$ cat src/rtl/wb_bus_watchdog_pkg.sv
// Shared types and constants for the Wishbone bus watchdog.
// Latency: n/a (definitions only).
// Backpressure: n/a (definitions only).
package wb_bus_watchdog_pkg;

    typedef enum logic {
        ST_PASS  = 1'b0,
        ST_ABORT = 1'b1
    } wd_state_e;

    localparam int FAULT_CNT_W = 8;
    localparam logic [FAULT_CNT_W-1:0] FAULT_CNT_MAX = 8'hFF;

    function automatic logic [FAULT_CNT_W-1:0] fault_cnt_inc(input logic [FAULT_CNT_W-1:0] cnt);
        return (cnt == FAULT_CNT_MAX) ? cnt : cnt + 8'd1;
    endfunction

endpackage

$ cat src/rtl/wb_bus_watchdog_cnt.sv
// Wait-cycle counter: counts consecutive waiting cycles, flags the TIMEOUT-th one.
// Latency: expire_o is combinational from inc_i and the registered count.
// Backpressure: none; clears whenever inc_i drops, on clr_i, or on expiry.
module wb_timeout_cnt
    import wb_bus_watchdog_pkg::*;
#(
    parameter int TIMEOUT = 256,
    parameter int CNT_W   = 16
) (
    input  logic clk_i,
    input  logic rst_i,
    input  logic inc_i,
    input  logic clr_i,
    output logic expire_o
);

    logic [CNT_W-1:0] cnt_q;
    logic [CNT_W-1:0] cnt_d;

    assign expire_o = inc_i && (cnt_q == CNT_W'(TIMEOUT - 1));

    // Expiry restarts from zero, so the count can never wrap.
    always_comb begin
        cnt_d = '0;
        if (!clr_i && inc_i && !expire_o) begin
            cnt_d = cnt_q + CNT_W'(1);
        end
    end

    always_ff @(posedge clk_i) begin
        if (rst_i) begin
            cnt_q <= '0;
        end else begin
            cnt_q <= cnt_d;
        end
    end

endmodule

$ cat src/rtl/wb_bus_watchdog.sv
// Wishbone pass-through that aborts a cycle with err after TIMEOUT unanswered cycles.
// Latency: zero-cycle combinational forwarding; the abort err is a single registered cycle.
// Backpressure: the master stalls on the slave as usual, but never longer than TIMEOUT cycles.
module wb_bus_watchdog
    import wb_bus_watchdog_pkg::*;
#(
    parameter int TIMEOUT = 256,
    parameter int CNT_W   = 16
) (
    input  logic        wb_clk_i,
    input  logic        wb_rst_i,
    input  logic        en_i,
    input  logic        clr_i,
    input  logic [31:0] wbm_adr_i,
    input  logic [31:0] wbm_dat_i,
    input  logic [3:0]  wbm_sel_i,
    input  logic        wbm_we_i,
    input  logic        wbm_cyc_i,
    input  logic        wbm_stb_i,
    input  logic [2:0]  wbm_cti_i,
    input  logic [1:0]  wbm_bte_i,
    output logic [31:0] wbm_dat_o,
    output logic        wbm_ack_o,
    output logic        wbm_err_o,
    output logic        wbm_rty_o,
    output logic [31:0] wbs_adr_o,
    output logic [31:0] wbs_dat_o,
    output logic [3:0]  wbs_sel_o,
    output logic        wbs_we_o,
    output logic        wbs_cyc_o,
    output logic        wbs_stb_o,
    output logic [2:0]  wbs_cti_o,
    output logic [1:0]  wbs_bte_o,
    input  logic [31:0] wbs_dat_i,
    input  logic        wbs_ack_i,
    input  logic        wbs_err_i,
    input  logic        wbs_rty_i,
    output logic        irq_o,
    output logic [31:0] fault_adr_o,
    output logic        fault_we_o,
    output logic [7:0]  fault_cnt_o
);

    wd_state_e               state_q, state_d;
    logic                    irq_q, irq_d;
    logic [31:0]             fault_adr_q, fault_adr_d;
    logic                    fault_we_q, fault_we_d;
    logic [FAULT_CNT_W-1:0]  fault_cnt_q, fault_cnt_d;

    logic wait_c;
    logic inc_c;
    logic trig_c;

    assign wait_c = en_i && wbm_cyc_i && wbm_stb_i && !(wbs_ack_i || wbs_err_i || wbs_rty_i);
    assign inc_c  = (state_q == ST_PASS) && wait_c;

    wb_timeout_cnt #(
        .TIMEOUT (TIMEOUT),
        .CNT_W   (CNT_W)
    ) u_cnt (
        .clk_i    (wb_clk_i),
        .rst_i    (wb_rst_i),
        .inc_i    (inc_c),
        .clr_i    (state_q == ST_ABORT),
        .expire_o (trig_c)
    );

    always_comb begin
        state_d = ST_PASS;
        if (state_q == ST_PASS && trig_c) begin
            state_d = ST_ABORT;
        end
    end

    // The abort cycle hides cyc/stb from the slave and swallows any late response.
    always_comb begin
        wbs_adr_o = wbm_adr_i;
        wbs_dat_o = wbm_dat_i;
        wbs_sel_o = wbm_sel_i;
        wbs_we_o  = wbm_we_i;
        wbs_cyc_o = wbm_cyc_i;
        wbs_stb_o = wbm_stb_i;
        wbs_cti_o = wbm_cti_i;
        wbs_bte_o = wbm_bte_i;
        wbm_dat_o = wbs_dat_i;
        wbm_ack_o = wbs_ack_i;
        wbm_err_o = wbs_err_i;
        wbm_rty_o = wbs_rty_i;
        if (state_q == ST_ABORT) begin
            wbs_cyc_o = 1'b0;
            wbs_stb_o = 1'b0;
            wbm_dat_o = '0;
            wbm_ack_o = 1'b0;
            wbm_err_o = 1'b1;
            wbm_rty_o = 1'b0;
        end
    end

    always_comb begin
        irq_d       = irq_q;
        fault_adr_d = fault_adr_q;
        fault_we_d  = fault_we_q;
        fault_cnt_d = fault_cnt_q;
        if (trig_c) begin
            irq_d       = 1'b1;
            fault_adr_d = wbm_adr_i;
            fault_we_d  = wbm_we_i;
            fault_cnt_d = fault_cnt_inc(fault_cnt_q);
        end else if (clr_i) begin
            irq_d = 1'b0;
        end
    end

    always_ff @(posedge wb_clk_i) begin
        if (wb_rst_i) begin
            state_q     <= ST_PASS;
            irq_q       <= 1'b0;
            fault_adr_q <= '0;
            fault_we_q  <= 1'b0;
            fault_cnt_q <= '0;
        end else begin
            state_q     <= state_d;
            irq_q       <= irq_d;
            fault_adr_q <= fault_adr_d;
            fault_we_q  <= fault_we_d;
            fault_cnt_q <= fault_cnt_d;
        end
    end

    assign irq_o       = irq_q;
    assign fault_adr_o = fault_adr_q;
    assign fault_we_o  = fault_we_q;
    assign fault_cnt_o = fault_cnt_q;

endmodule

$ cat config.mk
export PLATFORM = sky130hd
export DESIGN_NAME = wb_bus_watchdog
export DESIGN_NICKNAME = d
export VERILOG_FILES = /design/src/rtl/wb_bus_watchdog_pkg.sv /design/src/rtl/wb_bus_watchdog_cnt.sv /design/src/rtl/wb_bus_watchdog.sv
export SDC_FILE = /design/constraint.sdc
export NUM_CORES = 1
export LEC_CHECK = 0
export BUFFER_PORTS_ARGS = -buffer_cell sky130_fd_sc_hd__clkbuf_2
export CAP_MARGIN = 20
export CORE_AREA = 2 2 104 106
export CTS_BUF_LIST = sky130_fd_sc_hd__clkbuf_16
export DETAILED_ROUTE_END_ITERATION = 6
export DIE_AREA = 0 0 106 108
export PLACE_DENSITY = 0.71
export SLEW_MARGIN = 10
export SYNTH_ARGS = -nofsm -noshare
export SYNTH_HDL_FRONTEND = slang
export SYNTH_SLANG_ARGS = --single-unit
$ cat constraint.sdc
create_clock -name wb_clk_i -period 5.3 [get_ports wb_clk_i]
set_clock_uncertainty 0.15 [all_clocks]
set_input_delay 0.795 -clock wb_clk_i [delete_from_list [all_inputs] [get_ports wb_clk_i]]
set_output_delay 0.795 -clock wb_clk_i [all_outputs]
set_load 0.02 [all_outputs]
# Yosys cells after proc, flatten, opt, wreduce, memory -nomap -nowiden
# Index checks and enable logic that the tools add are counted.
# word_totals
in_bits	115
output_inout_bits	153
regBits	59
wordCells	38
# classes
reduce_logical	16
bitwise	3
eq_ne	2
muxes	9
n_addsub	2
# op_table
operator	count
32-bit 2-to-1 mux	1
16-bit by 1-bit adder with 16-bit output (second input constant)	1
16-bit by 8-bit equality test with 1-bit output (second input constant)	1
8-bit by 1-bit adder with 8-bit output (second input constant)	1
8-bit equality test (second input constant)	1
1-bit logical AND	8
1-bit 2-to-1 mux	8
1-bit logical NOT	3
1-bit NOT	3
1-bit logical OR	2
2-bit AND reduction	1
2-bit nonzero test	1
2-bit OR reduction	1

# Logic depth before layout (Yosys ltp)
# Gate-level depths: netlist (run 1).
# depth
depth_word	10
ltp_mapped	7
mapped_depth_nobuf	6

# Modules after synthesis
# Synthesis (run 1) repeated with hierarchy kept, for this count alone.
# unflattened
cells_unflattened	358
hier_area_um2	3249.4
# by_module_without_submodules
module	seq_area_each_um2	instances	cells_each	area_each_um2
wb_bus_watchdog	860.8	1	278	2513.7
wb_timeout_cnt	320.3	1	80	735.7

# Worst setup path before layout (run 1)
# Ideal clock, no wire load.
# synth_timing
path_kind	input port to flip-flop
from	in wbs_rty_i
to	reg fault_cnt_q[7], in the netlist fault_cnt_o[7]
path_buffers	1
required_ps	5080
stages	6
arrival_ps	2234
setup_slack_ps	2846
setup_ps	70
path_cell_list	nor3b_1 > nand4_2 > or2_1 > buf_2 > or4_1 > a21oi_1
# synth_between
elab_chain_cells	6
# synth_rtl
item	line	source
from (decl)	wb_bus_watchdog.sv:37	input logic wbs_rty_i,
1-bit logical OR	wb_bus_watchdog.sv:54	assign wait_c = en_i && wbm_cyc_i && wbm_stb_i && !(wbs_ack_i || wbs_err_i || wbs_rty_i);
1-bit logical NOT	wb_bus_watchdog.sv:54	
1-bit logical AND	wb_bus_watchdog.sv:54	
1-bit logical AND	wb_bus_watchdog.sv:55	assign inc_c = (state_q == ST_PASS) && wait_c;
1-bit logical AND	wb_bus_watchdog_cnt.sv:20	assign expire_o = inc_i && (cnt_q == CNT_W'(TIMEOUT - 1));
2-bit AND reduction (no line)	--	
to (signal assigned)	wb_bus_watchdog.sv:126	fault_cnt_q <= fault_cnt_d;
to (decl)	wb_bus_watchdog.sv:48	logic [FAULT_CNT_W-1:0] fault_cnt_q, fault_cnt_d;
# No other way between the ends.
# A chain may end at the register's enable or synchronous reset.

# Worst setup path after layout (run 1)
# layout_timing
from	reg state_q
to	reg fault_cnt_q[7], in the netlist fault_cnt_o[7]
# layout_between
elab_chain_cells	4
# layout_rtl
item	line	source
from (decl)	wb_bus_watchdog.sv:44	wd_state_e state_q, state_d;
from (signal assigned)	wb_bus_watchdog.sv:122	state_q <= state_d;
1-bit NOT	wb_bus_watchdog.sv:55	
1-bit logical AND	wb_bus_watchdog.sv:55	
1-bit logical AND	wb_bus_watchdog_cnt.sv:20	
2-bit AND reduction (no line)	--	
# No other way between the ends.

==> results.yml, run 1 <==
setup_path:
  path_cells: "buf_4 -> nor3b_1 -> nand4_2 -> or2_1 -> buf_4 -> or4_1 -> a21oi_1"
  r2r_setup_slack_ps: 2670
  worst_setup_path_end_kind: "flop"
  crit_path_start_kind: "flop"
  critPathMaxStageDelay_ps: 530
  crit-reg2reg-capture: "fault_cnt_o[7]"
  worst_path_max_delay_cell: "sky130_fd_sc_hd__or4_1"
  worst_ep_arrival_time_ps: 2720
  worstSetupEndpoint: "fault_cnt_o[7]"
  worstSetupPathType: "reg2reg"
  worst_r2r_path_depth: 7
  largest_fanout_on_the_critical_path: 38
  crit_path_frequent_cell: "sky130_fd_sc_hd__buf_4"
  cp-startpoint: "state_q"
  worstPathRequired_ps: 5400
  worstReg2RegStart: "state_q"
timing:
  maxSlewHeadroom_pct: 56.5
  timing.final.setup_violations: 0
  finalCriticalPeriod_ps: 2630
  setup_repair_after_global_routing_missed_its_margin: "no"
  slew_violations: 0
  fin_tns_setup_ps: 0
  fmax_mhz: 381
  layout_worst_path_cycle_share_pct: 49.5
  timing_worst_slew_pin_value_ps: 646
  finalHoldViolCount: 0
logic_synthesis:
  postSynthAreaPerCell_um2: 8.05
  mappedNetlistNets: 500
  post_synth_inst_count: 383
  synthesis.yosys.warnings: 0
  synthesized_area_um2: 3080
  postSynthRegisterBits: 59
  synthDistinctLibCells: 36
  synth_seq_area_share_pct: 38.3
pwr:
  net-switching-power_mw: 0.252
  internal_power_mw: 0.842
  total_leakage_power_nw: 1.77
  part_of_the_power_in_the_clock_network_pct: 49.1
  power.share.switching_pct: 23.0
  seq_power_share_pct: 40.6
  power.combinational.fraction_pct: 10.3
  vdd.ir_drop.worst_uv: 120
  cellPowerDensity_nw_per_um2: 283
die:
  core_region_area_um2: 10200
  fp.dieW_um: 106
  die_h_um: 108
  placement_rows: 37
  fp.dieArea_um2: 11400
  pin_count: 268
  floorplan.initialDensity_pct: 30.1
clock_tree:
  clock_sink_count: 59
  clock_latency_ps: 310
  htree_num_levels: 3
  ctsLongestPathBuffers: 2
  postCtsResizedCells: 0
  cts_hold_buf: 0
  cts.reportedPaths.clkPinSlew_ps: 50
  number_of_clock_buffers_inserted_by_tritoncts: 9
  post_cts.repair.setup_buffers: 0
  cts_root_buf: "sky130_fd_sc_hd__clkbuf_16"
  clock_tree_from_tritoncts: "done"
routing:
  antenna_violating_nets_post_route: 0
  routed_wirelength_um: 8600
  route.vias.total: 2811
  drt-wirelength-per-cell_um: 13.6
  post-route-drc-count: 0
  detail_route.vias_per_cell: 4.45
  first_pass_iteration_count_of_the_detailed_router: 4
  drt_iter0_drc: 67
grt:
  first_global_vias: 2654
  grt_use_total_pct: 14.8
  antenna_found_initial: 0
  pin_count_of_the_biggest_net_entering_global_routing: 46
  grt_overflow_total: 0
  grt_pass1_wl_um: 13100
finish:
  num-fill-cells: 1079
  syn_to_final_growth_pct: 25.2
  drive_gt1_share_pct: 42.0
  seq_area_um2: 1180
  mostFrequentLayoutCells: "sky130_fd_sc_hd__clkbuf_2 (185), sky130_fd_sc_hd__nand2_1 (70), sky130_fd_sc_hd__dfxtp_1 (59)"
  n_antenna_cell: 0
  fin_util_pct: 37.7
  nNetsFinal: 608
  final-instance-count-excl-fill: 631
  layout_commonest_cell: "sky130_fd_sc_hd__clkbuf_2"
  area_taken_by_multi_input_logic_gates_um2: 1270
  layout.cell_area.non_filler_um2: 3860
placement:
  post-dp-hpwl_um: 6910
  place_congestion: 0.847
  place.port_buffers: 185
  placement.cell_area_um2: 3590
  post-place-cells: 616
worst_hold_path:
  hold_path_class: "reg2reg"
  min_delay_path_depth: 2
outcome:
  outcome: "finished clean"
flow_run:
  max_cap_violations: 0
-- worst min-delay path by stage --
stage	from	to	slack (ps)
final	fault_adr_o[8]	fault_adr_o[8]	300
after global routing	fault_adr_o[8]	fault_adr_o[8]	330
after CTS	fault_adr_o[17]	fault_adr_o[17]	310
after detailed placement	fault_adr_o[17]	fault_adr_o[17]	300
after global placement	fault_adr_o[31]	fault_adr_o[31]	300
after floorplan	u_cnt.cnt_q[0]	u_cnt.cnt_q[0]	290
-- worst max-delay path: cells and delay by family (launching register included) --
family,cells,cell delay [ps]
flops,1,290
compound gates,1,140
buf+inv,2,470
simple gates,4,1480
-- flip-flops by register name (all words and copies together) (netlist names) --
register and count:
fault_adr_o 32, fault_cnt_o 8, fault_we_o 1, irq_o 1, state_q 1, u_cnt.cnt_q 16
-- synthesized netlist by cell type, drive strengths merged --
| cell type | number | area share (%) |
|---|---|---|
| and4bb | 1 | 0.41 |
| buf | 77 | 18 |
| or2 | 2 | 0.41 |
| a21oi | 37 | 6.0 |
| or4 | 1 | 0.24 |
| nand3 | 10 | 1.6 |
| and4 | 4 | 1.2 |
| mux2i | 1 | 0.32 |
| or3 | 1 | 0.20 |
| and3 | 3 | 0.61 |
| nand4 | 5 | 1.7 |
| xnor2 | 7 | 2.0 |
| nor4b | 1 | 0.28 |
| nor2 | 23 | 2.8 |
| a41o | 1 | 0.32 |
| inv | 3 | 0.37 |
| xor2 | 11 | 3.1 |
| clkbuf | 15 | 1.8 |
| nor2b | 36 | 7.3 |
| ha | 2 | 0.81 |
| nand2b | 1 | 0.20 |
| dfxtp | 59 | 38 |
| nor4 | 4 | 1.2 |
| nor3 | 3 | 0.49 |
| a21o | 1 | 0.24 |
| and4b | 1 | 0.32 |
| nand2 | 70 | 8.5 |
| and2 | 2 | 0.41 |
| nor3b | 1 | 0.24 |
-- layout make-up --
type,count,area share [%]
clock buffer,9,5.83
clock inverter,6,1.30
inverter,3,0.292
multi-input combinational,229,32.8
sequential,59,30.6
tap,136,4.41
timing repair buffer,189,24.8
-- per-layer routing --
layer / global-route usage [%] / up-vias / wire length (µm)
li1: - / 1386 / -
met1: 14.8 / 1242 / 3120
met2: 27.2 / 170 / 4370
met3: 6.33 / 13 / 979
met4: 5.55 / 0 / 133
met5: 0 / - / 0
-- logic make-up (layout without fill, tap and decap cells) --
family                   Yosys count  after routing  share of synthesized area, %
multiplexers                       1              1                         0.325
flip-flops                        59             59                          38.3
buffers and inverters             95            207                          20.7
AO/OA/AOI/OAI                     39             39                          6.57
XOR/XNOR                          18             18                          5.11
adder cells (fa/ha/maj)            2              2                         0.812
AND/OR/NAND/NOR                  169            169                          28.2
-- power by group through the flow --
stage	clock network (mW)	registers, mW	logic [mW]
2_1_floorplan	0	0.453	0.118
3_3_place_gp	0	0.453	0.114
3_5_place_dp	0	0.453	0.114
4_1_cts	0.553	0.444	0.114
5_1_grt	0.574	0.444	0.121
6_report	0.537	0.444	0.112
-- through the flow --
stage / total power [mW] / hold WS (ps) / setup WS (ps)
2_1_floorplan: 0.571 / 288 / 2850
3_3_place_gp: 0.567 / 295 / 2350
3_5_place_dp: 0.567 / 299 / 2330
4_1_cts: 1.11 / 306 / 2630
5_1_grt: 1.14 / 331 / 2440
6_report: 1.09 / 303 / 2670
Power figures use the tool's default switching activity.
==> run 2: changes to the inputs <==
CORE_AREA = 2 2 105 107   (was 2 2 104 106)
DIE_AREA = 0 0 107 109   (was 0 0 106 108)
PLACE_DENSITY = 0.7   (was 0.71)
clock period = 2.7 ns   (was 5.3 ns; I/O delays follow)
==> results.yml, run 2 (synthesized netlist as in run 1, its figures left out) <==
pwr:
  power.total_mw: 2.21
  total_leakage_power_nw: 1.77
  cellPowerDensity_nw_per_um2: 569
  vdd.ir_drop.worst_uv: 242
routing:
  drt_iter0_drc: 83
  first_pass_iteration_count_of_the_detailed_router: 4
  detail_route.vias_per_cell: 4.53
  post-route-drc-count: 0
  routed_wirelength_um: 8920
  route.vias.total: 2884
  antenna_violating_nets_post_route: 0
  drt-wirelength-per-cell_um: 14.0
grt:
  pin_count_of_the_biggest_net_entering_global_routing: 38
  antenna_found_initial: 1
  grt_use_total_pct: 15.0
  grt_pass1_wl_um: 13400
  grt_overflow_total: 0
  first_global_vias: 2743
outcome:
  outcome: "finished clean"
setup_path:
  worst_r2r_path_depth: 5
  critical_path_depth: 5
  crit-reg2reg-capture: "fault_cnt_o[7]"
  worstPathRequired_ps: 2760
  worst_path_max_delay_cell: "sky130_fd_sc_hd__nor4_1"
  path_delay_family: "simple AND/OR/NAND/NOR gates"
  worstSetupEndpoint: "fault_cnt_o[7]"
  critPathMaxStageDelay_ps: 680
  worst_ep_arrival_time_ps: 2210
  r2r_setup_slack_ps: 550
  cp-startpoint: "u_cnt.cnt_q[13]"
  largest_fanout_on_the_critical_path: 6
  crit_path_start_kind: "flop"
  worstReg2RegStart: "u_cnt.cnt_q[13]"
  path_cells: "nor4_2 -> nand4_2 -> nor4_1 -> a41o_1 -> a21oi_1"
  crit_buf_inv: 0
  worst_setup_path_end_kind: "flop"
  worstSetupPathType: "reg2reg"
timing:
  timing.final.setup_violations: 0
  finalCriticalPeriod_ps: 2150
  slew_violations: 0
  setup_ws_ps: 551
  maxSlewHeadroom_pct: 52.7
  timing_worst_slew_pin_value_ps: 702
  layout_worst_path_cycle_share_pct: 79.6
  setup_repair_after_global_routing_missed_its_margin: "no"
  fin_tns_setup_ps: 0
  fmax_mhz: 465
  finalHoldViolCount: 0
clock_tree:
  number_of_clock_buffers_inserted_by_tritoncts: 9
  clock_sink_count: 59
  cts_hold_buf: 0
  postCtsResizedCells: 0
  clock_latency_ps: 330
  cts.reportedPaths.clkPinSlew_ps: 60
  ctsLongestPathBuffers: 2
  post_cts.repair.setup_buffers: 0
  htree_num_levels: 3
  clock_tree_from_tritoncts: "done"
  cts_root_buf: "sky130_fd_sc_hd__clkbuf_16"
finish:
  fin_util_pct: 36.6
  nNetsFinal: 608
  seq_area_um2: 1180
  n_antenna_cell: 0
  syn_to_final_growth_pct: 26.0
  layout.cell_area.non_filler_um2: 3880
  layout_commonest_cell: "sky130_fd_sc_hd__clkbuf_2"
  mostFrequentLayoutCells: "sky130_fd_sc_hd__clkbuf_2 (185), sky130_fd_sc_hd__nand2_1 (70), sky130_fd_sc_hd__dfxtp_1 (59)"
  drive_gt1_share_pct: 42.9
  largest_register_ff_count: 32
  num-fill-cells: 1112
  area_taken_by_multi_input_logic_gates_um2: 1270
die:
  fp.dieW_um: 107
  core_region_area_um2: 10600
  floorplan.initialDensity_pct: 29.1
  pin_count: 268
  die_h_um: 109
  fp.dieArea_um2: 11700
  placement_rows: 38
placement:
  placement.cell_area_um2: 3590
  place_congestion: 0.840
  place.port_buffers: 185
  post-dp-hpwl_um: 7070
  pre_cts_ws_ps: 393
worst_hold_path:
  hold_path_class: "in2reg"
  min_delay_path_depth: 3
flow_run:
  max_cap_violations: 0
[run 2: worst min-delay path by stage]
stage / from / end / slack (ps)
floorplan: u_cnt.cnt_q[0] / u_cnt.cnt_q[0] / 290
global placement: fault_we_o / fault_we_o / 290
detailed placement: fault_adr_o[18] / fault_adr_o[18] / 300
CTS: wbm_we_i / fault_we_o / 150
global route: wbm_adr_i[19] / fault_adr_o[19] / 160
finish: wbm_we_i / fault_we_o / 160
[run 2: final cells by class]
type / count / share of cell area (%)
Sequential cell: 59 / 30.4
Inverter: 3 / 0.290
Tap cell: 140 / 4.51
Multi-Input combinational cell: 229 / 32.6
Timing Repair Buffer: 189 / 24.6
Clock buffer: 9 / 5.80
Clock inverter: 7 / 1.77
[run 2: worst reg2reg max path: cells and delay by family (launching register included)]
family             cells  cell delay, ps
AOI/OAI and AO/OA      2             320
DFF                    1             360
and+or+nand+nor        3            1200
[run 2: where the power goes]
| group | switching (mW) | total (mW) | internal (mW) | leakage [nW] |
|---|---|---|---|---|
| registers | 0.000117 | 0.871 | 0.871 | 0.475 |
| clock network | 0.410 | 1.12 | 0.709 | 0.141 |
| logic | 0.131 | 0.220 | 0.0885 | 1.15 |
[run 2: metal layers]
layer | up-vias | wire length [µm] | track usage, %
li1 | 1386 | - | -
met2 | 168 | 4400 | 27.4
met4 | 2 | 197 | 6.49
met5 | - | 13 | 0
met3 | 15 | 994 | 6.52
met1 | 1313 | 3310 | 14.8
[run 2: metrics by stage]
stage               cells  hold WS [ps]
floorplan             383           288
global placement      620           293
detailed placement    620           298
CTS                   636           150
global route          636           163
finish                636           162
==> run 3: changes to the inputs <==
ABC_AREA = 1   (was unset)
CORE_AREA = 2 2 104 106   (was 2 2 105 107)
DIE_AREA = 0 0 106 108   (was 0 0 107 109)
PLACE_DENSITY = 0.74   (was 0.7)
clock period = 1.99 ns   (was 2.7 ns; I/O delays follow)
==> results.yml, run 3 <==
outcome:
  outcome: "finished clean"
clock_tree:
  htree_num_levels: 3
  clock_tree_from_tritoncts: "done"
  cts_hold_buf: 0
  post_cts.repair.setup_buffers: 0
  number_of_clock_buffers_inserted_by_tritoncts: 9
  ctsLongestPathBuffers: 2
  cts.reportedPaths.clkPinSlew_ps: 50
  clock_latency_ps: 310
  postCtsResizedCells: 0
  cts_root_buf: "sky130_fd_sc_hd__clkbuf_16"
  clock_sink_count: 59
logic_synthesis:
  mappedNetlistNets: 600
  post_synth_edffs: 0
  synth.largest_area_cell: "sky130_fd_sc_hd__dfxtp_1"
  post_synth_inst_count: 483
  synthesis.yosys.warnings: 0
  synthesized_area_um2: 3370
  synth_area_leaders: "sky130_fd_sc_hd__dfxtp_1 (35%), sky130_fd_sc_hd__buf_4 (17%), sky130_fd_sc_hd__nor2_1 (16%)"
  synth.cells.most_frequent: "sky130_fd_sc_hd__nor2_1 (144), sky130_fd_sc_hd__buf_4 (75), sky130_fd_sc_hd__dfxtp_1 (59)"
  synthDistinctLibCells: 26
  synth_ff_type: "sky130_fd_sc_hd__dfxtp_1"
  yosysTopAreaCellShare_pct: 35.1
  postSynthAreaPerCell_um2: 6.98
  postSynth.asyncResetShare_pct: 0
  synth_seq_area_share_pct: 35.1
  postSynthRegisterBits: 59
  yosys.cell_count.top_type: "sky130_fd_sc_hd__nor2_1"
pwr:
  power.share.switching_pct: 24.2
  power.combinational.fraction_pct: 11.2
  net-switching-power_mw: 0.676
  cellPowerDensity_nw_per_um2: 678
  seq_power_share_pct: 42.5
  part_of_the_power_in_the_clock_network_pct: 46.3
  vdd.ir_drop.worst_uv: 411
  total_leakage_power_nw: 2.24
  internal_power_mw: 2.11
routing:
  routed_wirelength_um: 8600
  post-route-drc-count: 0
  drt-wirelength-per-cell_um: 11.7
  detail_route.vias_per_cell: 4.26
  first_pass_iteration_count_of_the_detailed_router: 4
  route.vias.total: 3132
  drt_iter0_drc: 205
  antenna_violating_nets_post_route: 0
finish:
  fin_util_pct: 40.2
  nNetsFinal: 712
  mostFrequentLayoutCells: "sky130_fd_sc_hd__clkbuf_2 (185), sky130_fd_sc_hd__nor2_1 (144), sky130_fd_sc_hd__dfxtp_1 (59)"
  num-fill-cells: 1096
  syn_to_final_growth_pct: 22.0
  largest_register_ff_count: 32
  drive_gt1_share_pct: 36.7
  n_antenna_cell: 0
  layout_commonest_cell: "sky130_fd_sc_hd__clkbuf_2"
worst_hold_path:
  min-delay-start: "wb_rst_i"
  min_delay_worst_endpoint: "irq_o"
  hold_path_class: "in2reg"
  min_delay_path_depth: 2
timing:
  fin_tns_setup_ps: 0
  finalCriticalPeriod_ps: 1830
  layout_worst_path_cycle_share_pct: 92.1
  timing.final.setup_violations: 0
  fmax_mhz: 545
  slew_violations: 0
  finalHoldViolCount: 0
  maxSlewHeadroom_pct: 73.8
  timing_worst_slew_pin_value_ps: 393
  worst_hold_slack_ps: 49.4
  setup_repair_after_global_routing_missed_its_margin: "no"
flow_run:
  max_cap_violations: 0
placement:
  place_congestion: 0.865
  place.port_buffers: 185
  post-dp-hpwl_um: 6920
setup_path:
  r2r_setup_slack_ps: 190
  crit-reg2reg-capture: "fault_adr_o[16]"
  largest_fanout_on_the_critical_path: 36
  worstReg2RegStart: "u_cnt.cnt_q[0]"
  worstPathRequired_ps: 1540
  worst_ep_arrival_time_ps: 1390
  worst_setup_path_end_kind: "output pin"
  worstSetupPathType: "reg2out"
  worst_r2r_path_depth: 8
  crit_path_start_kind: "flop"
die:
  placement_rows: 37
  fp.dieArea_um2: 11400
  fp.dieW_um: 106
  floorplan.initialDensity_pct: 32.9
  core_region_area_um2: 10200
  die_h_um: 108
  pin_count: 268
grt:
  antenna_found_initial: 0
  pin_count_of_the_biggest_net_entering_global_routing: 42
  grt_overflow_total: 0
  first_global_vias: 2752
  grt_pass1_wl_um: 13400
  grt_use_total_pct: 15.0
-- run 3: worst max-delay path, stage by stage, from the launching register on --
cell and delay [ps]:
sky130_fd_sc_hd__dfxtp_1 390, sky130_fd_sc_hd__buf_12 210, sky130_fd_sc_hd__or2_2 300, sky130_fd_sc_hd__clkbuf_2 160
-- run 3: power groups by stage --
stage / combinational [mW] / clock [mW] / sequential (mW)
detailed placement: 0.316 / 0 / 1.21
global route: 0.340 / 1.39 / 1.18
global placement: 0.315 / 0 / 1.21
CTS: 0.317 / 1.34 / 1.18
finish: 0.313 / 1.29 / 1.18
floorplan: 0.321 / 0 / 1.21
-- run 3: cell type report --
type / count / area [µm²] / area share [%]
Timing Repair Buffer: 192 / 1000 / 24.4
Multi-Input combinational cell: 279 / 1300 / 31.7
Clock inverter: 6 / 26.3 / 0.639
Tap cell: 136 / 170 / 4.14
Inverter: 54 / 203 / 4.93
Sequential cell: 59 / 1180 / 28.7
Clock buffer: 9 / 225 / 5.48
-- run 3: routing by layer --
layer,global-route usage [%],vias up,part of all wire [%]
met5,0,-,0
met4,6.02,0,1.3
met3,5.73,13,9.0
met2,23.5,144,45
met1,18.7,1341,45
li1,-,1634,-
-- run 3: through the flow --
stage	total power, mW	setup WS (ps)	instances	area (µm²)
5_1_grt	2.91	18.2	735	4110
3_3_place_gp	1.52	249	720	3860
6_report	2.79	156	735	4110
4_1_cts	2.84	143	735	4110
2_1_floorplan	1.53	271	483	3370
3_5_place_dp	1.52	179	720	3860
-- run 3: worst max-delay path by stage --
| stage | start | to | depth (start not counted) |
|---|---|---|---|
| after floorplan | fault_cnt_o[0] | fault_cnt_o[3] | 8 |
| after global placement | u_cnt.cnt_q[0] | fault_adr_o[15] | 8 |
| after detailed placement | u_cnt.cnt_q[0] | fault_adr_o[16] | 8 |
| after CTS | state_q | wbm_err_o | 3 |
| after global routing | u_cnt.cnt_q[0] | fault_adr_o[18] | 8 |
| final | state_q | wbm_err_o | 3 |
-- run 3: logic make-up (layout without fill, tap and decap cells) --
family	after synthesis	in the layout	synth area share, %
simple gates	226	226	29.6
buf+inv	145	261	26.3
flops	59	59	35.1
compound gates	45	45	6.80
xor+xnor	6	6	1.56
fa+ha+maj	2	2	0.743
